==> config.mk <==
export PLATFORM = sky130hd
export DESIGN_NAME = physics_step_scheduler
export DESIGN_NICKNAME = d
export VERILOG_FILES = /design/src/rtl/physics_step_scheduler.sv
export SDC_FILE = /design/constraint.sdc
export NUM_CORES = 1
export LEC_CHECK = 0
export CORE_MARGIN = 3
export CORE_UTILIZATION = 50
export DETAILED_ROUTE_END_ITERATION = 8
export PLACE_DENSITY_LB_ADDON = 0.05
export SYNTH_ARGS = -nofsm -noshare
export SYNTH_HDL_FRONTEND = slang
export SYNTH_SLANG_ARGS = --single-unit
==> constraint.sdc <==
create_clock -name clk -period 2.1 [get_ports clk]
set_input_delay 0.42 -clock clk [delete_from_list [all_inputs] [get_ports clk]]
set_output_delay 0.42 -clock clk [all_outputs]
set_load 0.01 [all_outputs]
==> src/rtl/physics_step_scheduler.sv <==
// Tick-driven sequencer that starts N particle engines one at a time on a shared datapath,
// then strobes snap_en so downstream logic latches a consistent frame.
`timescale 1ns/1ps
module physics_step_scheduler #(
  parameter int N_PARTICLES  = 3,
  parameter int TICK_PERIOD  = 1000000,
  parameter int STEP_TIMEOUT = 64,
  parameter int IDX_W        = 2
) (
  input  logic                   clk,
  input  logic                   reset_n,
  input  logic                   enable,
  input  logic                   clear_flags,
  input  logic [N_PARTICLES-1:0] step_done,
  output logic [N_PARTICLES-1:0] step_start,
  output logic [IDX_W-1:0]       active_idx,
  output logic                   busy,
  output logic                   snap_en,
  output logic [15:0]            frame_count,
  output logic                   overrun,
  output logic [N_PARTICLES-1:0] timeout_flags
);

  typedef enum logic [2:0] {IDLE, WAIT, START, RUN, SNAP} state_t;

  localparam int TICK_W = (TICK_PERIOD > 1) ? $clog2(TICK_PERIOD) : 1;
  localparam int WD_W   = (STEP_TIMEOUT > 1) ? $clog2(STEP_TIMEOUT) : 1;
  localparam logic [TICK_W-1:0] TICK_LAST = TICK_W'(TICK_PERIOD - 1);
  localparam logic [WD_W-1:0]   WD_LAST   = WD_W'(STEP_TIMEOUT - 1);
  localparam logic [IDX_W-1:0]  IDX_LAST  = IDX_W'(N_PARTICLES - 1);

  state_t                   state;
  logic [TICK_W-1:0]        tick_cnt;
  logic [WD_W-1:0]          watchdog;
  logic                     tick_expiring;
  logic                     done_hit;
  logic                     wd_expired;
  logic                     set_overrun;
  logic [IDX_W-1:0]         idx_next;
  logic [N_PARTICLES-1:0]   idx_mask;
  logic [N_PARTICLES-1:0]   next_mask;
  logic [N_PARTICLES-1:0]   set_timeout;

  // Only the engine currently running may complete its step; other done bits are ignored.
  assign idx_mask      = N_PARTICLES'(1) << active_idx;
  assign idx_next      = active_idx + IDX_W'(1);
  assign next_mask     = N_PARTICLES'(1) << idx_next;
  assign done_hit      = |(step_done & idx_mask);
  assign wd_expired    = (watchdog == WD_LAST);
  assign tick_expiring = (state != IDLE) && (tick_cnt == TICK_LAST);
  assign set_overrun   = tick_expiring && (state inside {START, RUN, SNAP});
  assign set_timeout   = (state == RUN && !done_hit && wd_expired) ? idx_mask : '0;
  assign busy          = (state inside {START, RUN, SNAP});

  // reset_n is expected to be released synchronously to clk by the reset distribution.
  always_ff @(posedge clk or negedge reset_n) begin
    if (!reset_n) begin
      state         <= IDLE;
      tick_cnt      <= '0;
      watchdog      <= '0;
      active_idx    <= '0;
      step_start    <= '0;
      snap_en       <= 1'b0;
      frame_count   <= '0;
      overrun       <= 1'b0;
      timeout_flags <= '0;
    end else begin
      step_start <= '0;
      snap_en    <= 1'b0;

      if (state == IDLE || tick_expiring) begin
        tick_cnt <= '0;
      end else begin
        tick_cnt <= tick_cnt + TICK_W'(1);
      end

      // Sticky flags: a coincident set beats clear_flags.
      overrun       <= set_overrun | (overrun & ~clear_flags);
      timeout_flags <= set_timeout | (timeout_flags & ~{N_PARTICLES{clear_flags}});

      case (state)
        IDLE: begin
          if (enable) state <= WAIT;
        end
        WAIT: begin
          if (!enable) begin
            state    <= IDLE;
            tick_cnt <= '0;
          end else if (tick_expiring) begin
            state      <= START;
            active_idx <= '0;
            step_start <= N_PARTICLES'(1);
          end
        end
        START: begin
          watchdog <= '0;
          state    <= RUN;
        end
        RUN: begin
          if (done_hit || wd_expired) begin
            if (active_idx == IDX_LAST) begin
              state       <= SNAP;
              active_idx  <= '0;
              snap_en     <= 1'b1;
              frame_count <= frame_count + 16'd1;
            end else begin
              state      <= START;
              active_idx <= idx_next;
              step_start <= next_mask;
            end
          end else begin
            watchdog <= watchdog + WD_W'(1);
          end
        end
        SNAP: begin
          state <= WAIT;
        end
        default: begin
          state <= IDLE;
        end
      endcase
    end
  end

endmodule

# == Word-level counts from Yosys, hierarchy flattened ==
# Cells that the tools add are included.
# totals
register_bits,55
latch_bits,0
ramBits,0
rom_bits,0
in_bits,7
out_inout_bits,27
word_cells,77
n_memories,0
# op_classes
add_sub_neg,4
multipliers,0
div_mod_pow,0
order_cmp,0
n_eq_ne,13
n_shift,2
muxes,25
bitwise,7
reduce_logical,17
# op_table
op,count
two-way mux 20 bit,3
two-way mux 3 bit,8
"adder 20 x 1 -> 20 bit, second input constant",1
"equality test 20 bit, second input constant",1
"adder 16 x 1 -> 16 bit, second input constant",1
one-hot mux 3 bit (5 select lines),1
one-hot mux 6 bit (2 select lines),1
two-way mux 2 bit,4
"inequality test 2 bit, second input constant",4
"adder 6 x 1 -> 6 bit, second input constant",1
AND 3 bit,2
"equality test 3 x 2 -> 1 bit, second input constant",2
"equality test 6 bit, second input constant",1
two-way mux 6 bit,1
one-hot mux 3 bit (2 select lines),1
AND reduction 3 bit,2
nonzero test 3 bit,2
"<< shifter 1 x 2 -> 3 bit, first input constant",2
two-way mux 1 bit,5
logical AND 1 bit,4
one-hot mux 2 bit (2 select lines),1
AND reduction 4 bit,1
nonzero test 2 bit,2
"equality test 3 x 1 -> 1 bit, second input constant",1
15 further kinds,16

# == Longest topological paths before layout ==
# Gate-level depths: netlist (run 1).
# logic_depth
word_depth,8
mapped_depth,6
depth_no_buf,5

# == Least setup slack after synthesis (run 1) ==
# OpenSTA, ideal clock, no wires.
# synth_timing
kind,flip-flop to flip-flop
start,register active_idx[0]
end,register frame_count[1]
t_arrival_ps,1587
required_time_ps,1972
path_slack_ps,385
path_stages_with_launch,7
cell_sequence,dfrtp_1 -> buf_6 -> nand3b_1 -> or2_0 -> clkbuf_1 -> nor2_2 -> mux2_1
# synth_between
elab_chain_cells,5
word_cells_on_any_way,6
# synth_rtl
element,line_no,rtl
"start, declared",16,"output logic [IDX_W-1:0] active_idx,"
"start signal, assigned",108,active_idx <= idx_next;
<< shifter 1 x 2 -> 3 bit,45,assign idx_mask = N_PARTICLES'(1) << active_idx;
AND 3 bit,48,assign done_hit = |(step_done & idx_mask);
OR reduction 3 bit,48,
logical OR 1 bit,100,if (done_hit || wd_expired) begin
AND reduction 3 bit (no line) *,n/a,
"end signal, assigned",105,frame_count <= frame_count + 16'd1;
"end, declared",19,"output logic [15:0] frame_count,"
# Mark *: on every way between the ends. The rest lies on a longest branch, timed or not.
# A chain may end at the register's enable or synchronous reset.

# == Worst setup path after layout (run 1) ==
# layout_timing
start,register tick_cnt[0]
end,register active_idx[0]
# layout_between
elab_chain_cells,4
# layout_rtl
element,line_no,rtl
"start, declared",33,logic [TICK_W-1:0] tick_cnt;
"start signal, assigned",74,tick_cnt <= tick_cnt + TICK_W'(1);
equality test 20 bit,50,assign tick_expiring = (state != IDLE) && (tick_cnt == TICK_LAST);
logical AND 1 bit,50,
inequality test 2 bit (no line),n/a,
AND reduction 4 bit (no line),n/a,
# Every way passes these cells.

==> summary.txt, run 1 <==
Status
  • Status: finished, final reports clean

Route
  • DRT iter0 DRCs: between 100 and 150
  • DRT Pass-1 Iters: 5
  • Post-route ant nets: 0
  • WL/cell: 14.95 microns
  • Vias post-DR: 2216
  • Vias per cell: 5.682
  • DRC: 0
  • DRT Wirelength: 5.832 mm

Cells and area
  • Fin util: between 60% and 70%
  • Layout area overhead: 21.52%
  • Antenna Cells: 0
  • Register area: 1379 sq um
  • Filler Cell Count: about 430
  • Nets: 330
  • Area occupied by multi-input gates: 1289 sq um
  • Layout cells sized above 1: 11.88%
  • Post-route insts no fill: 390

Placed design
  • Placed Cells incl. Taps: 383
  • GP Congestion: 0.8237
  • Port Buf Inserts: 33
  • HPWL after DPL: roughly 4.2 mm

Yosys
  • Top cells by area, synth: dfrtp_1 (50%), xnor2_1 (4.7%), nand3_1 (3.8%)
  • Main synth FF type: dfrtp_1
  • Ys async rst share: 100.0%
  • Post-synth top area share: between 40% and 50%
  • Sequential area share after synthesis: 49.62%
  • Cell area after synthesis: approximately 2800 sq um
  • FF+latch count, synth: 55
  • Post-synthesis net count: 283
  • Cells after Synth: 273
  • Count of cell types in the netlist: 54
  • Synth Warn #: 0
  • EDFF count, synth: 0
  • Cell taking the most area after synthesis: dfrtp_1
  • Syn avg cell area: 10.16 sq um

STA
  • Final setup fails: 0
  • Final Hold Vio Count: 0
  • Count of final max-slew check failures: 0
  • Setup TNS: 0 ns
  • Fmax: 0.5114 GHz
  • Period utilization: 93.12%
  • Tmin final: 1.956 ns
  • Max Clock Skew: 0.006353 ns
  • Max-slew headroom at the worst pin: 61.33%
  • Least-Margin Pin Slew: roughly 0.58 ns
  • RSZ-0062 raised after global routing: false

Clock network
  • CTS Buf Count: 5
  • CTS tree: yes
  • Sink Count: 55
  • Htree depth: 2
  • Reg clk slew, reported paths: around 0.090 ns
  • Max clock buf depth: 2
  • Cts hold-fix bufs: 0
  • Clock Root Buffer: clkbuf_8
  • Clock Latency Late Sink: 0.30 ns

Worst hold path
  • HP Class: input pin to asynchronous set/reset pin

Critical path
  • Worst Setup SP: tick_cnt[0]
  • Crit-path leading delay family: simple AND/OR/NAND/NOR gates
  • Worst R2R Start: tick_cnt[0]
  • CP max-delay cell: dfrtp_1
  • Slowest cell delay on critical path: roughly 0.40 ns
  • Cell Chain, Critical Path: ha_1, and4_1, nand4_1, buf_4, nor4_1, o221ai_1
  • Setup CP Type: flip-flop to flip-flop
  • CP required: approximately 2.3 ns
  • Worst Path Max Fanout: 4
  • Worst path buffer plus inverter count: 1
  • Crit start category: flip-flop
  • CP Capture Type: flip-flop
  • CP arrival: roughly 2.1 ns

Power
  • Leakage dissipation: 1.421 nW
  • Share of power burned in registers: roughly 59%
  • Clock power share: 36.9%
  • Power density over the cells: 540.8 nW/um^2
  • Internal power: 1.445 mW
  • Fraction of power spent switching nets: between 20% and 30%
  • Gate power share: 4.2%
  • Sw power: 0.3777 mW
  • Max IR drop VDD: 297.4 uV

Floorplan
  • Ports: 34
  • Die W: 80.49 microns
  • Core area: 5238 sq um
  • Site Rows: 26
  • Die boundary height: 80.49 microns
  • Starting density of the core: about 53%
  • Area of the die: 6478 sq um

Flow run
  • Max Cap Violations: 0

Global route
  • Tot GR Track Use: roughly 20%
  • Gr ovfl total: 0
  • Initial antenna violation count: 0
  • Vias in the first global route: roughly 2100
  • Pin count of the biggest net entering global routing: 37
  • Global-route wire length before repair: 10.22 mm
path summary, 6_finish.rpt:
check,to,slack [ns],cells after the start
max,active_idx[0],0.14,6
min,frame_count[14],0.06,1
max reg2reg,active_idx[0],0.14,6
min reg2reg,frame_count[15],0.48,1
max in group asynchronous,state[2],1.47,2
min in group clk,frame_count[15],0.48,1
stage by stage:
step | area, sq um | worst slack, ns | power, mW | hold WS, ns
after floorplan | 2774 | 0.3850 | 1.118 | 0.1244
after global placement | 3257 | 0.1519 | 1.172 | 0.3966
after detailed placement | 3257 | 0.1491 | 1.173 | 0.3921
after CTS | 3361 | 0.01495 | 1.850 | 0.05809
after global routing | 3371 | 0.02384 | 1.909 | 0.06857
final | 3371 | 0.1444 | 1.823 | 0.05604
synth_stat cells, types with 2 or more instances:
master	number
dfrtp_1	55
nand3_1	21
nor2_1	21
nand2_1	15
xnor2_1	15
inv_1	14
a21oi_1	12
nand4_1	10
xor2_1	10
o21ai_0	9
o31ai_1	7
nor3_1	5
or4_1	5
and3_1	4
and4_1	4
nor4b_1	4
or3_1	4
and2_1	3
buf_6	3
clkbuf_1	3
ha_1	3
nor2b_1	3
o211ai_1	3
o22ai_1	3
a31oi_1	2
buf_2	2
nand2b_1	2
nand3b_1	2
o21ai_2	2
o221ai_1	2
or2_0	2
what timing repair did:
| item | 4_1_cts | 5_1_grt |
|---|---|---|
| buffers inserted | 0 | 0 |
| gates resized for setup | 1 | 4 |
| pin swaps | 0 | 0 |
| endpoints found under the setup margin | 1 | 7 |
| cloned | 0 | 0 |
power groups by stage:
| stage | Clock, mW | Sequential [mW] | Combinational (mW) |
|---|---|---|---|
| finish | 0.672 | 1.07 | 0.0760 |
| floorplan | 0 | 1.10 | 0.0219 |
| global route | 0.746 | 1.08 | 0.0860 |
| detailed placement | 0 | 1.10 | 0.0778 |
| global placement | 0 | 1.10 | 0.0767 |
| CTS | 0.698 | 1.07 | 0.0777 |
cells in the final DEF, fill, tap and decap left out, types with 4 or more instances in the layout:
master	n
a21oi_1	12
o31ai_1	7
and3_1	4
clkbuf_8	5
nand4_1	10
nor3_1	5
nand2_1	15
and4_1	4
o21ai_0	9
inv_1	14
nor4b_1	4
xnor2_1	15
xor2_1	10
nand3_1	21
nor2_1	21
or3_1	4
dfrtp_1	53
or4_1	5
clkdlybuf4s50_1	31
buf_4	15
state kept, by name (all words and copies together), names as in the netlist:
signal and flops:
active_idx 2, frame_count 16, overrun 1, snap_en 1
state 3, step_start 3, tick_cnt 20, timeout_flags 3
watchdog 6
final cells by class:
type	instances	area share, %
clock buffers	6	2.153
multi-input cells	195	38.23
well taps	70	2.598
repair buffers	49	13.66
clock inverters	1	0.8909
inverters	14	1.559
flip-flops and latches	55	40.91
kinds of logic after synthesis:
| kind of cell | Yosys count | share of synthesized area, % |
|---|---|---|
| simple gates | 117 | 24.94 |
| flops | 55 | 49.62 |
| compound gates | 48 | 11.28 |
| xor+xnor | 25 | 7.894 |
| buf+inv | 23 | 4.150 |
| fa+ha+maj | 3 | 1.353 |
| mux | 2 | 0.7668 |
worst register-to-register path: cells and delay by family (launching register included):
kind	cells	cell delay [ns]
compound gates	1	0.18
fa+ha+maj	1	0.21
buf+inv	1	0.21
flops	1	0.40
simple gates	3	0.82
per-layer routing:
layer	vias up	GRT usage, %	wire length [microns]
li1	1081	-	-
met1	1086	29.83	2890
met2	45	29.80	2649
met3	4	3.475	253
met4	0	5.574	38
met5	-	0	0
Note: power is estimated with default switching activity, not from simulation.
==> run 2: changes to the inputs <==
Settings changed: GPL_ROUTABILITY_DRIVEN from default to 0.
==> results of run 2 <==
Final layout, timing and power as in run 1 (identical DEF).
